<file path="config.mk">
export PLATFORM = sky130hd
export DESIGN_NAME = pi_timing_generator
export DESIGN_NICKNAME = d
export VERILOG_FILES = /design/src/rtl/pi_timing_generator.sv
export SDC_FILE = /design/constraint.sdc
export NUM_CORES = 1
export LEC_CHECK = 0
export CAP_MARGIN = 10
export CORE_UTILIZATION = 45
export CTS_BUF_LIST = sky130_fd_sc_hd__clkbuf_16
export DETAILED_ROUTE_END_ITERATION = 7
export DONT_BUFFER_PORTS = 1
export PLACE_DENSITY = 0.67
export SETUP_SLACK_MARGIN = 0.4
export SLEW_MARGIN = 0
export SYNTH_ARGS = -nofsm -noshare
export SYNTH_HDL_FRONTEND = slang
export SYNTH_SLANG_ARGS = --single-unit
</file>
<file path="constraint.sdc">
create_clock -name pixelClockX6 -period 4.2 [get_ports pixelClockX6]
set_input_delay 0.84 -clock pixelClockX6 [delete_from_list [all_inputs] [get_ports pixelClockX6]]
set_output_delay 0.84 -clock pixelClockX6 [all_outputs]
set_load 0.05 [all_outputs]
</file>
<file path="src/rtl/pi_timing_generator.sv">
// Interlaced PAL (864x625) sync / display-enable generator for the FPGA-side video source.
// Outputs are a registered decode of the dot/line position, updated once per dot tick.
module pi_timing_generator #(
    parameter int H_TOTAL     = 864,
    parameter int H_SYNC      = 64,
    parameter int H_ACT_START = 132,
    parameter int H_ACTIVE    = 720,
    parameter int V_TOTAL     = 625,
    parameter int V_SYNC      = 3,
    parameter int ODD_ACT     = 23,
    parameter int EVEN_ACT    = 335,
    parameter int V_ACTIVE    = 288
) (
    input  logic       pixelClockX6,
    input  logic       nReset,
    input  logic [2:0] pixelClockPhase,
    output logic       hSync,
    output logic       vSync,
    output logic       displayEnabled,
    output logic       isFieldOdd,
    output logic [9:0] fieldLine,
    output logic [9:0] fieldLineDot
);

    localparam logic [9:0] hLast         = 10'(H_TOTAL - 1);
    localparam logic [9:0] vLast         = 10'(V_TOTAL - 1);
    localparam logic [9:0] hSyncEnd      = 10'(H_SYNC);
    localparam logic [9:0] hActStart     = 10'(H_ACT_START);
    localparam logic [9:0] hActEnd       = 10'(H_ACT_START + H_ACTIVE);
    localparam logic [9:0] vSyncLines    = 10'(V_SYNC);
    localparam logic [9:0] evenVsLine    = 10'(V_TOTAL / 2);
    localparam logic [9:0] evenVsDot     = 10'(H_TOTAL / 2);
    localparam logic [9:0] evenVsEndLine = 10'(V_TOTAL / 2 + V_SYNC);
    localparam logic [9:0] oddActStart   = 10'(ODD_ACT);
    localparam logic [9:0] oddActEnd     = 10'(ODD_ACT + V_ACTIVE);
    localparam logic [9:0] evenActStart  = 10'(EVEN_ACT);
    localparam logic [9:0] evenActEnd    = 10'(EVEN_ACT + V_ACTIVE);

    logic [9:0] dot;
    logic [9:0] line;
    logic       tick;

    logic       decHSync;
    logic       decVSync;
    logic       decFieldOdd;
    logic       decDisplay;
    logic [9:0] decFieldLine;
    logic [9:0] decFieldLineDot;
    logic       oddVsActive;
    logic       evenVsActive;
    logic       oddLineActive;
    logic       evenLineActive;
    logic       dotActive;

    assign tick = (pixelClockPhase == 3'd0);

    // The even-field vSync window starts and ends at mid-line, half a line after the odd one.
    always_comb begin
        decHSync        = (dot >= hSyncEnd);
        oddVsActive     = (line < vSyncLines);
        evenVsActive    = ((line == evenVsLine) && (dot >= evenVsDot)) ||
                          ((line > evenVsLine) && (line < evenVsEndLine)) ||
                          ((line == evenVsEndLine) && (dot < evenVsDot));
        decVSync        = !(oddVsActive || evenVsActive);
        decFieldOdd     = (line < evenVsLine) || ((line == evenVsLine) && (dot < evenVsDot));
        oddLineActive   = (line >= oddActStart) && (line < oddActEnd);
        evenLineActive  = (line >= evenActStart) && (line < evenActEnd);
        dotActive       = (dot >= hActStart) && (dot < hActEnd);
        decFieldLine    = 10'd0;
        if (oddLineActive) begin
            decFieldLine = line - oddActStart;
        end else if (evenLineActive) begin
            decFieldLine = line - evenActStart;
        end
        decDisplay      = (oddLineActive || evenLineActive) && dotActive;
        decFieldLineDot = decDisplay ? (dot - hActStart) : 10'd0;
    end

    // Outputs capture the decode of the current position, then the position advances.
    always_ff @(posedge pixelClockX6 or negedge nReset) begin
        if (!nReset) begin
            dot            <= 10'd0;
            line           <= 10'd0;
            hSync          <= 1'b1;
            vSync          <= 1'b1;
            displayEnabled <= 1'b0;
            isFieldOdd     <= 1'b0;
            fieldLine      <= 10'd0;
            fieldLineDot   <= 10'd0;
        end else if (tick) begin
            hSync          <= decHSync;
            vSync          <= decVSync;
            displayEnabled <= decDisplay;
            isFieldOdd     <= decFieldOdd;
            fieldLine      <= decFieldLine;
            fieldLineDot   <= decFieldLineDot;
            if (dot == hLast) begin
                dot <= 10'd0;
                if (line == vLast) begin
                    line <= 10'd0;
                end else begin
                    line <= line + 10'd1;
                end
            end else begin
                dot <= dot + 10'd1;
            end
        end
    end

endmodule

</file>
# Yosys cells after proc, flatten, opt, wreduce, memory -nomap -nowiden
# Cells that the tools add are included.
# word_totals
regBits	44
in_bits	5
output_inout_bits	24
word_cells	51
# classes
addsub	5
magnitude_cmp	13
eq_ne	4
mux	5
reduce_logical	16
# ops
op	n
2-to-1 mux 10 bit	5
less-than comparator 10 x 9 -> 1 bit (second input constant)	4
adder 10 x 1 -> 10 bit (second input constant)	2
equality test 10 bit (second input constant)	2
equality test 10 x 9 -> 1 bit (second input constant)	2
greater-or-equal comparator 10 x 9 -> 1 bit (second input constant)	2
less-than comparator 10 bit (second input constant)	2
greater-or-equal comparator 10 x 5 -> 1 bit (second input constant)	1
greater-or-equal comparator 10 x 7 -> 1 bit (second input constant)	1
greater-or-equal comparator 10 x 8 -> 1 bit (second input constant)	1
> comparator 10 x 9 -> 1 bit (second input constant)	1
less-than comparator 10 x 2 -> 1 bit (second input constant)	1
subtractor 10 x 5 -> 10 bit (second input constant)	1
subtractor 10 x 8 -> 10 bit (second input constant)	1
subtractor 10 x 9 -> 10 bit (second input constant)	1
logical AND 1 bit	8
logical OR 1 bit	5
zero test 3 bit	1
AND reduction 2 bit	1
zero test 1 bit	1

# Logic depth before layout (Yosys ltp)
# depth
ltp_word	6
ltp_mapped	8

# Worst setup path before layout
# Ideal clock, no wire load.
# synth_path
kind	input to register
start	input port pixelClockPhase[1]
end	register line[7]
setup_time_ns	0.137
arrival_ns	2.196
slack_ns	1.868
path_stages	6
path_buffers	2
path_cell_list	or3_1 -> buf_6 -> or4_1 -> buf_2 -> o21ai_1 -> o31ai_1
# synth_via
elab_chain_cells	2
# synth_lines
element	line_no	text
from (decl)	16	input logic [2:0] pixelClockPhase,
zero test 3 bit	55	assign tick = (pixelClockPhase == 3'd0);
AND reduction 2 bit (no source line)	-	
to (signal assigned)	102	line <= line + 10'd1;
to (decl)	40	logic [9:0] line;
# Every way passes these cells.
# A chain may end at the register's enable or synchronous reset.

# Final worst setup path
# layout_path
start	register line[0]
end	register fieldLineDot[7]
# layout_via
elab_chain_cells	5
# layout_lines
element	line_no	text
greater-or-equal comparator 10 x 5 -> 1 bit (tied with other cells)	66	oddLineActive = (line >= oddActStart) && (line < oddActEnd);
logical AND 1 bit (on tied branches)	66, 67	
logical OR 1 bit *	75	decDisplay = (oddLineActive || evenLineActive) && dotActive;
logical AND 1 bit *	75	
2-to-1 mux 10 bit *	76	decFieldLineDot = decDisplay ? (dot - hActStart) : 10'd0;
to (signal assigned)	96	fieldLineDot <= decFieldLineDot;
to (decl)	22	output logic [9:0] fieldLineDot
# Mark *: on every way between the ends. The rest lies on a longest branch, timed or not.

==> results.py <==
metrics = {
    "power_and_ir_drop": {
        "p_leak_uw": 0.00115,
        "peakVddDrop_v": 0.000205,
        "power_density_mw_per_mm2": 412,
    },
    "timing": {
        "tightest_slew_ns": 0.886,
        "setup_ws_ns": 1.50,
        "fmax_ghz": 0.371,
        "period_needed_ns": 2.70,
        "slew_viol_final": 0,
        "rsz0062_at_grt": "false",
        "clock_skew_ns": 0.00756,
        "min_period_over_period": 0.642,
        "setup_tns_ns": 0,
        "max-slew-margin-rel": 0.406,
        "setup_viol": 0,
        "whs_ns": 0.242,
        "finalHoldViolCount": 0,
    },
    "cts": {
        "clk_pin_slew_ns": 0.07,
        "cts_buffers": 5,
        "htree_num_levels": 2,
        "cts_root_buffer": "clkbuf_16",
        "cts_tree": "built",
        "cts_max_path_buffers": 2,
        "insertion_delay_ns": 0.29,
        "clock-sinks": 44,
        "post_cts_buffers": 0,
        "postCtsHoldBufs": 0,
        "postCtsResizedCells": 0,
    },
    "layout": {
        "layout_commonest_cell": "dfrtp_1",
        "synthToLayoutAreaGrowth_pct": 5.34,
        "fin_nets": 302,
        "n_fill_cell": 542,
        "diodes": 0,
        "final_cell_mix": "dfrtp_1, nand2_1, nor2_1",
        "drive_gt1_frac": 0.0759,
    },
    "place": {
        "hpwl_um": 3800,
        "gp_congestion": 0.858,
        "place_worst_setup_slack_ns": 1.35,
        "port-buffer-count": 0,
    },
    "logic_synthesis": {
        "syn_area_per_cell_um2": 8.90,
        "synth_top_cell_area_share": 0.383,
        "syn_area_mm2": 0.00274,
        "ys.flop_type": "dfrtp_1",
        "synth_cell_types": 58,
        "yosysSeqAreaShare": 0.403,
        "ys_ff_latch": 44,
        "yosysWarnings": 0,
        "ys_top_cells_by_area": "dfrtp_1, xnor2_1, nand2_1, nor2_1, o31ai_1",
        "netlist_instances": 308,
        "ys_async_sr_fraction": 1.00,
        "synth_nets": 321,
        "synth_edf_count": 0,
        "synth_top_area_cell": "dfrtp_1",
    },
    "worst_setup_path": {
        "startpoint_type": "flip-flop",
        "cpLargestDelayFamily": "compound AO/OA/AOI/OAI gates",
        "cp_slowest_cell": "a211oi_2",
        "crit_arrival_ns": 2.88,
        "critPathKind": "flip-flop to flip-flop",
        "end_kind": "flip-flop",
        "critPathMaxStageDelay_ns": 0.51,
        "cp.depth": 6,
        "cp_max_fo": 11,
        "path_buf_inv": 0,
        "worstPathCellList": "ha_1 -> a21o_1 -> nand2_1 -> a211oi_2 -> o21ai_1 -> o41ai_1",
        "reg2reg_depth": 6,
        "required_ns": 4.39,
    },
    "global_routing": {
        "grt_pass1_vias": 1906,
        "grt_pass1_wl_um": 9580,
        "grt_max_degree": 46,
        "grt_overflow": 0,
        "grt.total_usage": 0.194,
        "antenna_found_initial": 0,
    },
    "detailed_routing": {
        "wirelength_um": 5800,
        "final_antenna_net_count": 0,
        "first_pass_iters": 5,
        "drt-initial-drc-count": 188,
        "vias": 2171,
        "routedWlPerCell_um": 15.9,
        "avgViaCountPerCell": 5.95,
        "drc": 0,
    },
    "die": {
        "coreArea_mm2": 0.00589,
        "fp-row-count": 28,
        "dieHeight_um": 80.1,
        "fp.dieArea_mm2": 0.00641,
        "die_x_um": 80.1,
        "start_util": 0.466,
        "io_pins": 29,
    },
    "hold_path": {
        "min_path_type": "primary input to asynchronous set/reset pin",
    },
    "status": {
        "outcome": "completed",
    },
    "run": {
        "drv_cap": 0,
    },
}
-- worst register-to-register path: cells and delay by family, from the launching register on --
family | cells | cell delay (ns)
AOI/OAI and AO/OA | 4 | 1.55
DFF | 1 | 0.49
adders and majority gates | 1 | 0.43
and+or+nand+nor | 1 | 0.12
-- worst paths after layout --
check,start,end,slack [ns]
hold reg to reg,dot[0],dot[0],0.60
setup / recovery,line[0],fieldLineDot[7],1.50
min in group pixelClockX6,dot[0],dot[0],0.60
hold / removal,nReset,fieldLine[2],0.24
max in group asynchronous,nReset,hSync,3.76
setup reg to reg,line[0],fieldLineDot[7],1.50
-- metal layers --
| layer | global-route usage | wire length (um) | share of wire | vias up |
|---|---|---|---|---|
| li1 | - | - | - | 1057 |
| met1 | 0.276 | 2850 | 0.49 | 1041 |
| met2 | 0.289 | 2580 | 0.44 | 66 |
| met3 | 0.0409 | 290 | 0.050 | 7 |
| met4 | 0.0643 | 82 | 0.014 | 0 |
| met5 | 0 | 0 | 0 | - |
-- stage by stage --
step	total power, uW	area (um2)	std cells	utilization
after floorplan	713	2740	308	-
after global placement	745	2720	357	0.462
after detailed placement	749	2720	357	0.462
after CTS	1200	2890	365	0.491
after global routing	1250	2890	365	0.491
final	1190	2890	365	0.491
-- final cells by class --
cell class / count / area, um2 / area share
multi-input cells: 227 / 1470 / 0.510
clock buffers: 5 / 125 / 0.0433
well taps: 75 / 93.8 / 0.0325
clock inverters: 3 / 42.5 / 0.0147
flip-flops and latches: 44 / 1100 / 0.382
inverters: 9 / 33.8 / 0.0117
repair buffers: 2 / 15.0 / 0.00520
-- kinds of logic (layout without fill, tap and decap cells) --
| family | Yosys count | after routing | share of synthesized area |
|---|---|---|---|
| flip-flops | 44 | 44 | 0.403 |
| adder cells (fa/ha/maj) | 8 | 8 | 0.0365 |
| XOR/XNOR | 23 | 23 | 0.0735 |
| AND/OR/NAND/NOR | 116 | 116 | 0.222 |
| buffers and inverters | 37 | 19 | 0.0616 |
| AO/OA/AOI/OAI | 77 | 77 | 0.193 |
| multiplexers | 3 | 3 | 0.0114 |
-- registers in the layout, summed over array words and instances (netlist names) --
name,count
line,10
fieldLine,10
dot,10
hSync,1
vSync,1
displayEnabled,1
isFieldOdd,1
fieldLineDot,10
-- synthesized netlist by cell type (2+ instances only) --
cell,number
a21oi_1,11
clkbuf_1,7
a221oi_1,2
nand2b_1,5
ha_1,8
a21o_1,5
nor2b_1,2
buf_1,4
inv_1,9
dfrtp_1,42
nor2_1,30
buf_2,15
o21a_1,3
a22oi_1,2
o31ai_1,14
nand3_1,5
nor3_1,9
o22ai_1,2
dfstp_2,2
nor3b_1,2
nor4_2,2
o21ai_1,16
a31oi_1,7
nand2_1,35
nand4_1,5
xor2_1,7
and4_1,2
o21ai_0,5
xnor2_1,16
nor4_1,3
or3_1,2
nand4b_1,2
mux2i_1,2
-- report_power, final --
part	total (uW)	internal, uW	switching, uW	leakage [uW]
logic	158	72.2	86.0	0.000499
clock network	448	280	168	0.0000814
registers	584	464	120	0.000573
total	1190	816	374	0.00115
Note: power is estimated with default switching activity, not from simulation.
